--- src/rtl/jtframe_dwnld_pkg.sv ---
// Shared types and constants for the ROM download packer: bank map defaults,
// FIFO entry field widths and the output FSM encoding.
package jtframe_dwnld_pkg;

  localparam int IOCTL_AW = 25;
  localparam int BYTE_W   = 8;
  localparam int DATA_W   = 16;
  localparam int BA_W     = 2;
  localparam int MASK_W   = 2;

  localparam logic [IOCTL_AW-1:0] BA1_START_DEF = 25'h080000;
  localparam logic [IOCTL_AW-1:0] BA2_START_DEF = 25'h100000;
  localparam logic [IOCTL_AW-1:0] BA3_START_DEF = 25'h180000;

  // Byte enables are active-low; bit1 is the upper byte.
  localparam logic [MASK_W-1:0] MASK_LO   = 2'b10;
  localparam logic [MASK_W-1:0] MASK_HI   = 2'b01;
  localparam logic [MASK_W-1:0] MASK_NONE = 2'b11;

  typedef enum logic [1:0] {
    ST_IDLE  = 2'd0,
    ST_WRITE = 2'd1,
    ST_GAP   = 2'd2
  } state_e;

  function automatic logic [BA_W-1:0] bank_sel(
    input logic [IOCTL_AW-1:0] addr,
    input logic [IOCTL_AW-1:0] ba1,
    input logic [IOCTL_AW-1:0] ba2,
    input logic [IOCTL_AW-1:0] ba3
  );
    if (addr < ba1)      return 2'd0;
    else if (addr < ba2) return 2'd1;
    else if (addr < ba3) return 2'd2;
    else                 return 2'd3;
  endfunction

endpackage

--- src/rtl/jtframe_dwnld_fifo.sv ---
// Small synchronous FIFO holding packed SDRAM write requests.
// Pop on empty is ignored; push on full is accepted only alongside a pop.
module jtframe_dwnld_fifo #(
  parameter int W  = 8,
  parameter int AW = 2
) (
  input  logic         clk,
  input  logic         rst_n,
  input  logic         push,
  input  logic [W-1:0] din,
  input  logic         pop,
  output logic [W-1:0] dout,
  output logic         full,
  output logic         empty
);

  localparam int DEPTH = 2**AW;
  localparam logic [AW:0] DEPTH_CNT = DEPTH[AW:0];

  logic [W-1:0]  mem [DEPTH];
  logic [AW-1:0] wr_q, rd_q;
  logic [AW:0]   cnt_q;
  logic          do_push, do_pop;

  assign empty   = (cnt_q == '0);
  assign full    = (cnt_q == DEPTH_CNT);
  assign do_pop  = pop & ~empty;
  assign do_push = push & (~full | do_pop);
  assign dout    = mem[rd_q];

  always_ff @(posedge clk) begin
    if (do_push) mem[wr_q] <= din;
  end

  always_ff @(posedge clk) begin
    if (!rst_n) begin
      wr_q  <= '0;
      rd_q  <= '0;
      cnt_q <= '0;
    end else begin
      if (do_push) wr_q <= wr_q + 1'b1;
      if (do_pop)  rd_q <= rd_q + 1'b1;
      case ({do_push, do_pop})
        2'b10:   cnt_q <= cnt_q + 1'b1;
        2'b01:   cnt_q <= cnt_q - 1'b1;
        default: cnt_q <= cnt_q;
      endcase
    end
  end

endmodule

--- src/rtl/jtframe_dwnld_pack.sv ---
// Turns the byte-wide ioctl download stream into banked 16-bit SDRAM writes,
// buffering them in a small FIFO so prog_rdy latency does not stall the loader.
module jtframe_dwnld_pack
  import jtframe_dwnld_pkg::*;
#(
  parameter int                  SDRAMW    = 23,
  parameter logic [IOCTL_AW-1:0] BA1_START = BA1_START_DEF,
  parameter logic [IOCTL_AW-1:0] BA2_START = BA2_START_DEF,
  parameter logic [IOCTL_AW-1:0] BA3_START = BA3_START_DEF,
  parameter int                  FIFO_AW   = 2
) (
  input  logic                clk,
  input  logic                rst_n,
  input  logic                downloading,
  input  logic [IOCTL_AW-1:0] ioctl_addr,
  input  logic [BYTE_W-1:0]   ioctl_dout,
  input  logic                ioctl_wr,
  output logic [SDRAMW-1:0]   prog_addr,
  output logic [DATA_W-1:0]   prog_data,
  output logic [MASK_W-1:0]   prog_mask,
  output logic [BA_W-1:0]     prog_ba,
  output logic                prog_we,
  input  logic                prog_rdy,
  output logic                dwnld_busy,
  output logic                overflow
);

  localparam int ENTRY_W = BA_W + SDRAMW + DATA_W + MASK_W;

  logic [BA_W-1:0]     ba_c;
  logic [IOCTL_AW-1:0] start_c, offset_c;
  logic [MASK_W-1:0]   mask_c;
  logic                unused_offset;

  logic                pipe_valid_q;
  logic [ENTRY_W-1:0]  pipe_entry_q;
  logic                dl_q;
  state_e              state_q;

  logic [ENTRY_W-1:0]  fifo_head;
  logic                fifo_full, fifo_empty, fifo_push, fifo_pop;

  always_comb begin
    ba_c = bank_sel(ioctl_addr, BA1_START, BA2_START, BA3_START);
    case (ba_c)
      2'd0:    start_c = '0;
      2'd1:    start_c = BA1_START;
      2'd2:    start_c = BA2_START;
      default: start_c = BA3_START;
    endcase
    offset_c = ioctl_addr - start_c;
    mask_c   = offset_c[0] ? MASK_HI : MASK_LO;
  end

  // Offset bits above the word address are dropped on purpose: no wrap detection.
  assign unused_offset = ^offset_c;

  always_ff @(posedge clk) begin
    if (!rst_n) begin
      pipe_valid_q <= 1'b0;
      pipe_entry_q <= '0;
    end else begin
      pipe_valid_q <= ioctl_wr;
      if (ioctl_wr)
        pipe_entry_q <= {ba_c, offset_c[SDRAMW:1], {2{ioctl_dout}}, mask_c};
    end
  end

  assign fifo_pop  = (state_q == ST_WRITE) & prog_rdy;
  assign fifo_push = pipe_valid_q & (~fifo_full | fifo_pop);

  jtframe_dwnld_fifo #(
    .W  (ENTRY_W),
    .AW (FIFO_AW)
  ) u_fifo (
    .clk   (clk),
    .rst_n (rst_n),
    .push  (fifo_push),
    .din   (pipe_entry_q),
    .pop   (fifo_pop),
    .dout  (fifo_head),
    .full  (fifo_full),
    .empty (fifo_empty)
  );

  // A drop in the same cycle as the clearing edge still reports overflow.
  always_ff @(posedge clk) begin
    if (!rst_n) begin
      dl_q       <= 1'b0;
      overflow   <= 1'b0;
      dwnld_busy <= 1'b0;
    end else begin
      dl_q <= downloading;
      if (pipe_valid_q && !fifo_push)  overflow <= 1'b1;
      else if (downloading && !dl_q)   overflow <= 1'b0;
      dwnld_busy <= downloading | ~fifo_empty | (state_q != ST_IDLE) | pipe_valid_q;
    end
  end

  // Request outputs are latched from the FIFO head on IDLE->WRITE and held
  // until prog_rdy, so they stay stable for the whole write.
  always_ff @(posedge clk) begin
    if (!rst_n) begin
      state_q   <= ST_IDLE;
      prog_we   <= 1'b0;
      prog_addr <= '0;
      prog_data <= '0;
      prog_mask <= MASK_NONE;
      prog_ba   <= '0;
    end else begin
      case (state_q)
        ST_IDLE: begin
          if (!fifo_empty) begin
            state_q   <= ST_WRITE;
            prog_we   <= 1'b1;
            prog_ba   <= fifo_head[ENTRY_W-1 -: BA_W];
            prog_addr <= fifo_head[DATA_W+MASK_W +: SDRAMW];
            prog_data <= fifo_head[MASK_W +: DATA_W];
            prog_mask <= fifo_head[MASK_W-1:0];
          end
        end
        ST_WRITE: begin
          if (prog_rdy) begin
            state_q <= ST_GAP;
            prog_we <= 1'b0;
          end
        end
        ST_GAP:  state_q <= ST_IDLE;
        default: state_q <= ST_IDLE;
      endcase
    end
  end

endmodule

--- config.mk ---
export PLATFORM = sky130hd
export DESIGN_NAME = jtframe_dwnld_pack
export DESIGN_NICKNAME = d
export VERILOG_FILES = /design/src/rtl/jtframe_dwnld_pkg.sv /design/src/rtl/jtframe_dwnld_fifo.sv /design/src/rtl/jtframe_dwnld_pack.sv
export SDC_FILE = /design/constraint.sdc
export NUM_CORES = 1
export LEC_CHECK = 0
export CAP_MARGIN = 20
export CORE_MARGIN = 1.5
export CORE_UTILIZATION = 50
export CTS_CLUSTER_DIAMETER = 40
export DETAILED_ROUTE_END_ITERATION = 6
export PLACE_DENSITY = 0.81
export SYNTH_ARGS = -nofsm -noshare
export SYNTH_HDL_FRONTEND = slang
export SYNTH_SLANG_ARGS = --single-unit
--- constraint.sdc ---
create_clock -name clk -period 3 [get_ports clk]
set_input_delay 0.3 -clock clk [delete_from_list [all_inputs] [get_ports clk]]
set_output_delay 0.3 -clock clk [all_outputs]
set_load 0.01 [all_outputs]
Word level (Yosys, flattened, before mapping)
Memory sizes are Yosys's and may differ from the RTL's. A register that Yosys moved wholly into a read port is not among the register bits.
Index checks and enable logic that the tools add are counted.
{"block": "word_totals", "regBits": 57, "ram_bits": 172, "inputBits": 38, "mem_count": 1}
{"memory": "u_fifo.mem", "depth": 4, "word_bits": 43, "rd": 1, "rd_clocked_by_memory_dff": 1, "wr": 1, "line": "jtframe_dwnld_fifo.sv:20", "text": "logic [W-1:0] mem [DEPTH];"}
{"block": "op_classes", "add_sub_neg": 5, "order_cmp": 3, "eq_ne": 8, "mux": 16, "bitwise_logic": 11, "n_reduce_logical": 15}
{"operator": "one-hot mux 21 bit (3 select lines)", "count": 1}
{"operator": "less-than comparator 25 x 21 -> 1 bit, second input constant", "count": 2}
{"operator": "less-than comparator 25 x 20 -> 1 bit, second input constant", "count": 1}
{"operator": "subtractor 24 bit", "count": 1}
{"operator": "two-way mux 2 bit", "count": 5}
{"operator": "nonzero test 2 bit", "count": 4}
{"operator": "two-way mux 1 bit", "count": 7}
{"operator": "== test 2 x 1 -> 1 bit, second input constant", "count": 3}
{"operator": "one-hot mux 3 bit (2 select lines)", "count": 1}
{"operator": "bitwise OR 1 bit", "count": 5}
{"operator": "adder 2 x 1 -> 2 bit, second input constant", "count": 2}
{"operator": "AND 1 bit", "count": 4}
{"operator": "== test 2 bit, second input constant", "count": 2}
{"operator": "zero test 2 bit", "count": 2}
{"operator": "inequality test 2 bit, second input constant", "count": 2}
{"operator": "one-hot mux 2 bit (2 select lines)", "count": 1}
{"operator": "AND reduction 2 bit", "count": 2}
{"operator": "adder 3 x 1 -> 3 bit, second input constant", "count": 1}
{"operator": "== test 3 bit, second input constant", "count": 1}
{"operator": "zero test 1 bit", "count": 3}
{"operator": "zero test 3 bit", "count": 1}
{"operator": "AND reduction 3 bit", "count": 1}
{"operator": "subtractor 3 x 1 -> 3 bit, second input constant", "count": 1}
{"operator": "logical AND 1 bit", "count": 2}
{"operator": "other kinds (2)", "count": 3}

Longest topological paths before layout
{"block": "depth", "ltp_word": 8, "depth_mapped": 9, "depth_no_buf": 9}

Modules after synthesis
A second synthesis with hierarchy kept.
{"block": "hier_totals", "hier_cells": 622, "area_unflattened_um2": 9784.4}
{"mod": "jtframe_dwnld_fifo", "instances": 1, "cells_each": 279, "area_each_um2": 6708.9, "seq_area_each_um2": 5345.1}
{"mod": "jtframe_dwnld_pack", "instances": 1, "cells_each": 343, "area_each_um2": 3075.4, "seq_area_each_um2": 1701.6}

Worst setup path before layout
Ideal clock, no wire load.
{"block": "synth_timing", "path_kind": "register to register", "from": "reg state_q[1]", "to": "mem u_fifo.mem[0][0] (netlist name) (enable)", "setup_time_ns": 0.395, "arrival_time_ns": 1.951, "t_required_ns": 2.605, "slack_ns": 0.654, "path_stages_with_launch": 4, "path_buffers": 0, "path_cell_list": "dfxtp_1 nand3b_1 a31oi_1 and2_1"}
{"block": "synth_between", "elab_chain_len": 7, "elab_cells_between_ends": 9, "classes_between": "eq/ne: 1; mux: 2; bitwise: 6"}
{"item": "start, declared", "line": "jtframe_dwnld_pack.sv:38", "text": "state_e state_q;"}
{"item": "start signal, assigned", "line": "jtframe_dwnld_pack.sv:104", "text": "state_q <= ST_IDLE;"}
{"item": "start signal, assigned", "line": "jtframe_dwnld_pack.sv:114", "text": "state_q <= ST_WRITE;"}
{"item": "start signal, assigned", "line": "jtframe_dwnld_pack.sv:124", "text": "state_q <= ST_GAP;"}
{"item": "== test 2 x 1 -> 1 bit *", "line": "jtframe_dwnld_pack.sv:69", "text": "assign fifo_pop = (state_q == ST_WRITE) & prog_rdy;"}
{"item": "AND 1 bit *", "line": "jtframe_dwnld_pack.sv:69"}
{"item": "bitwise OR 1 bit or AND 1 bit (tied branches)", "line": "jtframe_dwnld_pack.sv:70, jtframe_dwnld_fifo.sv:27"}
{"item": "AND 1 bit or bitwise OR 1 bit (tied branches)", "line": "jtframe_dwnld_pack.sv:70, jtframe_dwnld_fifo.sv:28"}
{"item": "AND 1 bit *", "line": "jtframe_dwnld_fifo.sv:28", "text": "assign do_push = push & (~full | do_pop);"}
{"item": "two-way mux 1 bit *", "line": "jtframe_dwnld_fifo.sv:32", "text": "if (do_push) mem[wr_q] <= din;"}
{"item": "two-way mux 1 bit (not written as such) *", "line": "jtframe_dwnld_fifo.sv:32"}
{"item": "end, declared", "line": "jtframe_dwnld_fifo.sv:20"}
Every way passes the cells marked *; elsewhere a longest branch is shown, timed or not.

Worst setup path after layout
{"block": "layout_timing", "from": "in ioctl_addr[21]", "to": "reg pipe_entry_q[39]"}
{"block": "layout_between", "elab_chain_len": 7, "elab_cells_between_ends": 11, "classes_between": "add/sub: 1; order compare: 3; eq/ne: 2; mux: 4; reduce/logical: 1"}
{"item": "start, declared", "line": "jtframe_dwnld_pack.sv:15", "text": "input logic [IOCTL_AW-1:0] ioctl_addr,"}
{"item": "less-than comparator 25 x 21 -> 1 bit", "line": "jtframe_dwnld_pkg.sv:34", "text": "else if (addr < ba3) return 2'd2;"}
{"item": "two-way mux 1 bit", "line": "jtframe_dwnld_pkg.sv:34"}
{"item": "two-way mux 2 bit", "line": "jtframe_dwnld_pkg.sv:33", "text": "else if (addr < ba2) return 2'd1;"}
{"item": "two-way mux 2 bit", "line": "jtframe_dwnld_pkg.sv:32", "text": "if (addr < ba1) return 2'd0;"}
{"item": "== test 2 bit, or another cell as far along", "line": "jtframe_dwnld_pack.sv:45", "text": "case (ba_c)"}
{"item": "one-hot mux 21 bit (3 select lines)", "line": "jtframe_dwnld_pack.sv:45"}
{"item": "subtractor 24 bit *", "line": "jtframe_dwnld_pack.sv:51", "text": "offset_c = ioctl_addr - start_c;"}
{"item": "end signal, assigned", "line": "jtframe_dwnld_pack.sv:65", "text": "pipe_entry_q <= {ba_c, offset_c[SDRAMW:1], {2{ioctl_dout}}, mask_c};"}
{"item": "end, declared", "line": "jtframe_dwnld_pack.sv:36", "text": "logic [ENTRY_W-1:0] pipe_entry_q;"}
Marked as above.
A chain may end at the register's enable or synchronous reset.

==> summary by stage <==
Clocking
Clock latency on the worst-skew pair, taken at its later pin, is approximately 530 ps. The number of post-CTS setup repair buffers is 0. The largest buffer count on any clock path is 3. The total CTS buffers is 28. In this run, post-CTS hold repair placed 0 buffers.

In this run the clock root is driven by a clkbuf_16. The clock transition at the register clock pins on the worst setup and hold paths after CTS is 50 ps. The number of H-tree branching levels is 1.

The number of gates resized after CTS was 0. The clock net sink count is ~220. TritonCTS built the clock tree.

Timing
The post-route minimum period is ~2300 ps. The worst clock skew is a little under 9 ps. Setup repair after global routing left no endpoint under its margin. The final critical-path setup slack is 724.4 ps. The final-report hold violation count is 0. The worst slew margin relative to its limit is between 30% and 40%. The count of pins over their slew limit was 0. The minimum hold slack is between 300 and 400 ps. Setup violations remaining at the end of the flow were counted as 0. The final critical path takes up between 70% and 80% of the cycle. The maximum clock frequency is roughly 440 MHz.

The total negative slack is 0 ps. For the pin with the worst max-slew slack, the measured transition is between 900 and 1000 ps.

Place
The cell count after placement is approximately 760. Port buffering added between 80 and 90 buffers. The setup slack after placement is 202.4 ps. The estimated wirelength of the detail-placed design is between 9000 and 10000 µm. The final weighted congestion of routability-driven global placement is slightly above 0.7.

Once placement finished, the instance area stood at about 9300 µm².

Global routing
The overall global routing resource usage is around 20%. The first global-routing pass estimated 25210 µm of wire. After global routing the overflow that remains totals 0. The initial antenna violation count is 0. The number of global-route vias before repair is ~4700. Entering global routing, the biggest net connects 45 pins.

Synth
Synthesis produced a netlist with a net count of between 500 and 600. The cell area that synthesis handed to floorplanning was between 8000 and 9000 µm². After synthesis, the mean cell area works out to 17.08 µm². In this run, synthesis produced a sequential element count of 224.

After synthesis, flip-flops and latches occupy 71.95% of the total area. Ranked by total cell area, the synthesized netlist is headed by edfxtp_1 51%, dfxtp_1 21%, mux4_2 9.6%, mux2i_1 3.9%, a22o_1 3.5%. The unique cell type count in the Yosys netlist is 40.

The Yosys step of the flow raised 0 warnings. The share of the synthesized area in the top cell type is approximately 50%. The post-synthesis cell type with the largest combined area is edfxtp_1. Synthesis produced a netlist whose cell count is 479.

Floorplan
The area of the die is 17140 µm². For this design the top-level I/O count stands at 84. The standard cell core area is between 15000 and 20000 µm². The die boundary height is ~130 µm. Once the floorplan was initialized, standard cells occupied between 50 and 60% of the core. The overall die width is 130.9 µm. In this run the core area contains between 40 and 50 standard-cell rows.

Power
For this design the static power due to leakage is approximately 3.6 nW. The peak ir drop on the vdd network is roughly 0.43 mV. For this design the ratio of total power to cell area is roughly 730 nW/µm².

The total power is 7.444 mW.

Drt
After detailed routing, the average wire length per cell comes to around 20 µm. The number of nets with antenna violations after routing is 0. The via density per instance is 5.473. The detailed-route via count is 4439. After the first detailed-routing iteration, the DRC count stood at 316.

The routed design has 16170 µm of wire. For this run, the detailed router's first-pass iteration total came to 4. For this run, design rule violations remaining after detail routing come to 0.

Layout
The relative area change from synthesis to final layout is 25.11%. The number of nets at the end of the flow is 620. In the final layout, flip-flops and latches occupy between 5000 and 6000 µm². The fraction of final layout cells with drive strength greater than 1 is roughly 18%. Leaving out filler cells and counting taps, the final layout contains just over 800. The diode insertion count for antenna repair is 0. The fill cell total of the finished layout is around 1100. The final core area utilization is between 60 and 70%. The total area of multi-input combinational cells is around 2000 µm². The post-route cell area is about 10000 µm².

Critical path
The critical path is of the input port to register type. Counting stages on the worst path, the most repeated cell is or4_1. The largest stage delay on the critical path is 530 ps. The total buffers and inverters traversed by the critical path is 1. The kind of end point of the critical path is a register. In this design, the largest share of critical-path delay is due to simple AND/OR/NAND/NOR gates. The arrival time at the worst endpoint is approximately 2700 ps. The signal on the critical path passes through clkdlybuf4s50_1 -> or4_1 -> nor2_1 -> ha_1 -> nor2b_1 -> or4_1 -> a311oi_1. At the worst endpoint, the required time is roughly 3400 ps. The library cell contributing the largest single delay on the critical path is or4_1. The worst setup path is launched from an input port.

In this run the worst path has a maximum fanout of 5.

Hold path
The path category of the worst min-delay check is input port to register.

Run status
The flow ran to the end, and the final reports show no timing, DRC or antenna violations.

Job
Across the run, the number of max-cap violations was 0.
-- flip-flops by register name, indices dropped and copies added, names as in the netlist, 3 cells and up --
signal / count
pipe_entry_q: 35
u_fifo.mem: 140
u_fifo.cnt_q: 3
prog_addr: 23
prog_data: 8
-- cells in the mapped netlist --
cell,n
buf_4,8
inv_1,15
o21a_1,1
mux2i_1,32
a21oi_1,6
nor3b_1,1
nor3_1,3
a311oi_1,1
nand2_1,4
xnor2_1,2
mux4_2,35
clkbuf_1,7
or3_1,2
buf_1,3
a41oi_1,1
edfxtp_1,140
buf_6,5
inv_2,1
o31ai_1,2
nand4_1,1
and3_1,1
nand3_1,2
nor2_1,45
o21ai_0,4
or4_1,3
a31oi_1,1
nor2b_1,1
buf_2,10
o211ai_1,2
nand3b_1,1
a211oi_1,3
xor2_1,2
a22o_1,33
a21oi_2,1
and2_1,5
dfxtp_1,84
a22oi_1,1
fa_1,2
ha_1,7
or3_4,1
-- cell families after synthesis --
logic type	after synthesis	synth area share, %
DFF	224	71.95
and+or+nand+nor	70	3.916
muxes	67	13.55
AOI/OAI and AO/OA	56	5.369
buffers and inverters	49	3.227
adders and majority gates	9	1.560
xor gates and xnor gates	4	0.4283
-- layout by cell type, fill, tap and decap left out, types with 3 or more instances in the layout --
cell type        count
or4_1                3
clkbuf_1             4
ha_1                 7
a22o_1              33
nand2_1              4
nor3_1               3
buf_12               5
dfxtp_1             82
inv_1               15
a21oi_1              6
edfxtp_1           140
clkbuf_8             3
nor2_1              45
clkdlybuf4s50_1     82
mux4_2              35
clkbuf_16           31
a211oi_1             3
buf_4                9
and2_2               4
o21ai_0              4
mux2i_1             32
clkinvlp_4           3
-- worst paths after layout --
path                   start  cells after the start          endpoint  slack (ps)
max           ioctl_addr[21]                      7  pipe_entry_q[39]         720
min                 ioctl_wr                      3  pipe_entry_q[39]         350
max reg2reg  u_fifo.cnt_q[2]                      8   u_fifo.cnt_q[2]         830
min reg2reg     prog_addr[7]                      1      prog_addr[7]         470
-- worst min-delay path: cells and delay by family --
kind / cells / cell delay, ps
AND/OR/NAND/NOR: 1 / 170
AO/OA/AOI/OAI: 1 / 50
buffers and inverters: 1 / 290
-- layout make-up --
type	instances	area share [%]
well taps	216	2.641
inverters	16	0.5868
multi-input cells	206	19.96
clock buffers	38	8.130
flip-flops and latches	224	57.53
repair buffers	97	9.707
clock inverters	14	1.443
-- per-layer routing --
layer | vias to the layer above | track usage (%) | share of wire (%)
met3 | 30 | 3.013 | 4.9
met4 | 0 | 7.822 | 2.5
met1 | 2246 | 25.22 | 43
met5 | - | 0 | 0
li1 | 2027 | - | -
met2 | 136 | 34.30 | 50
-- power breakdown --
part / leakage, nW / internal [mW] / switching (mW)
Combinational: 1.16 / 0.278 / 0.242
Clock: 0.472 / 2.13 / 1.29
Sequential: 2.00 / 3.41 / 0.0962
Total: 3.63 / 5.82 / 1.62
Power figures use the tool's default switching activity.
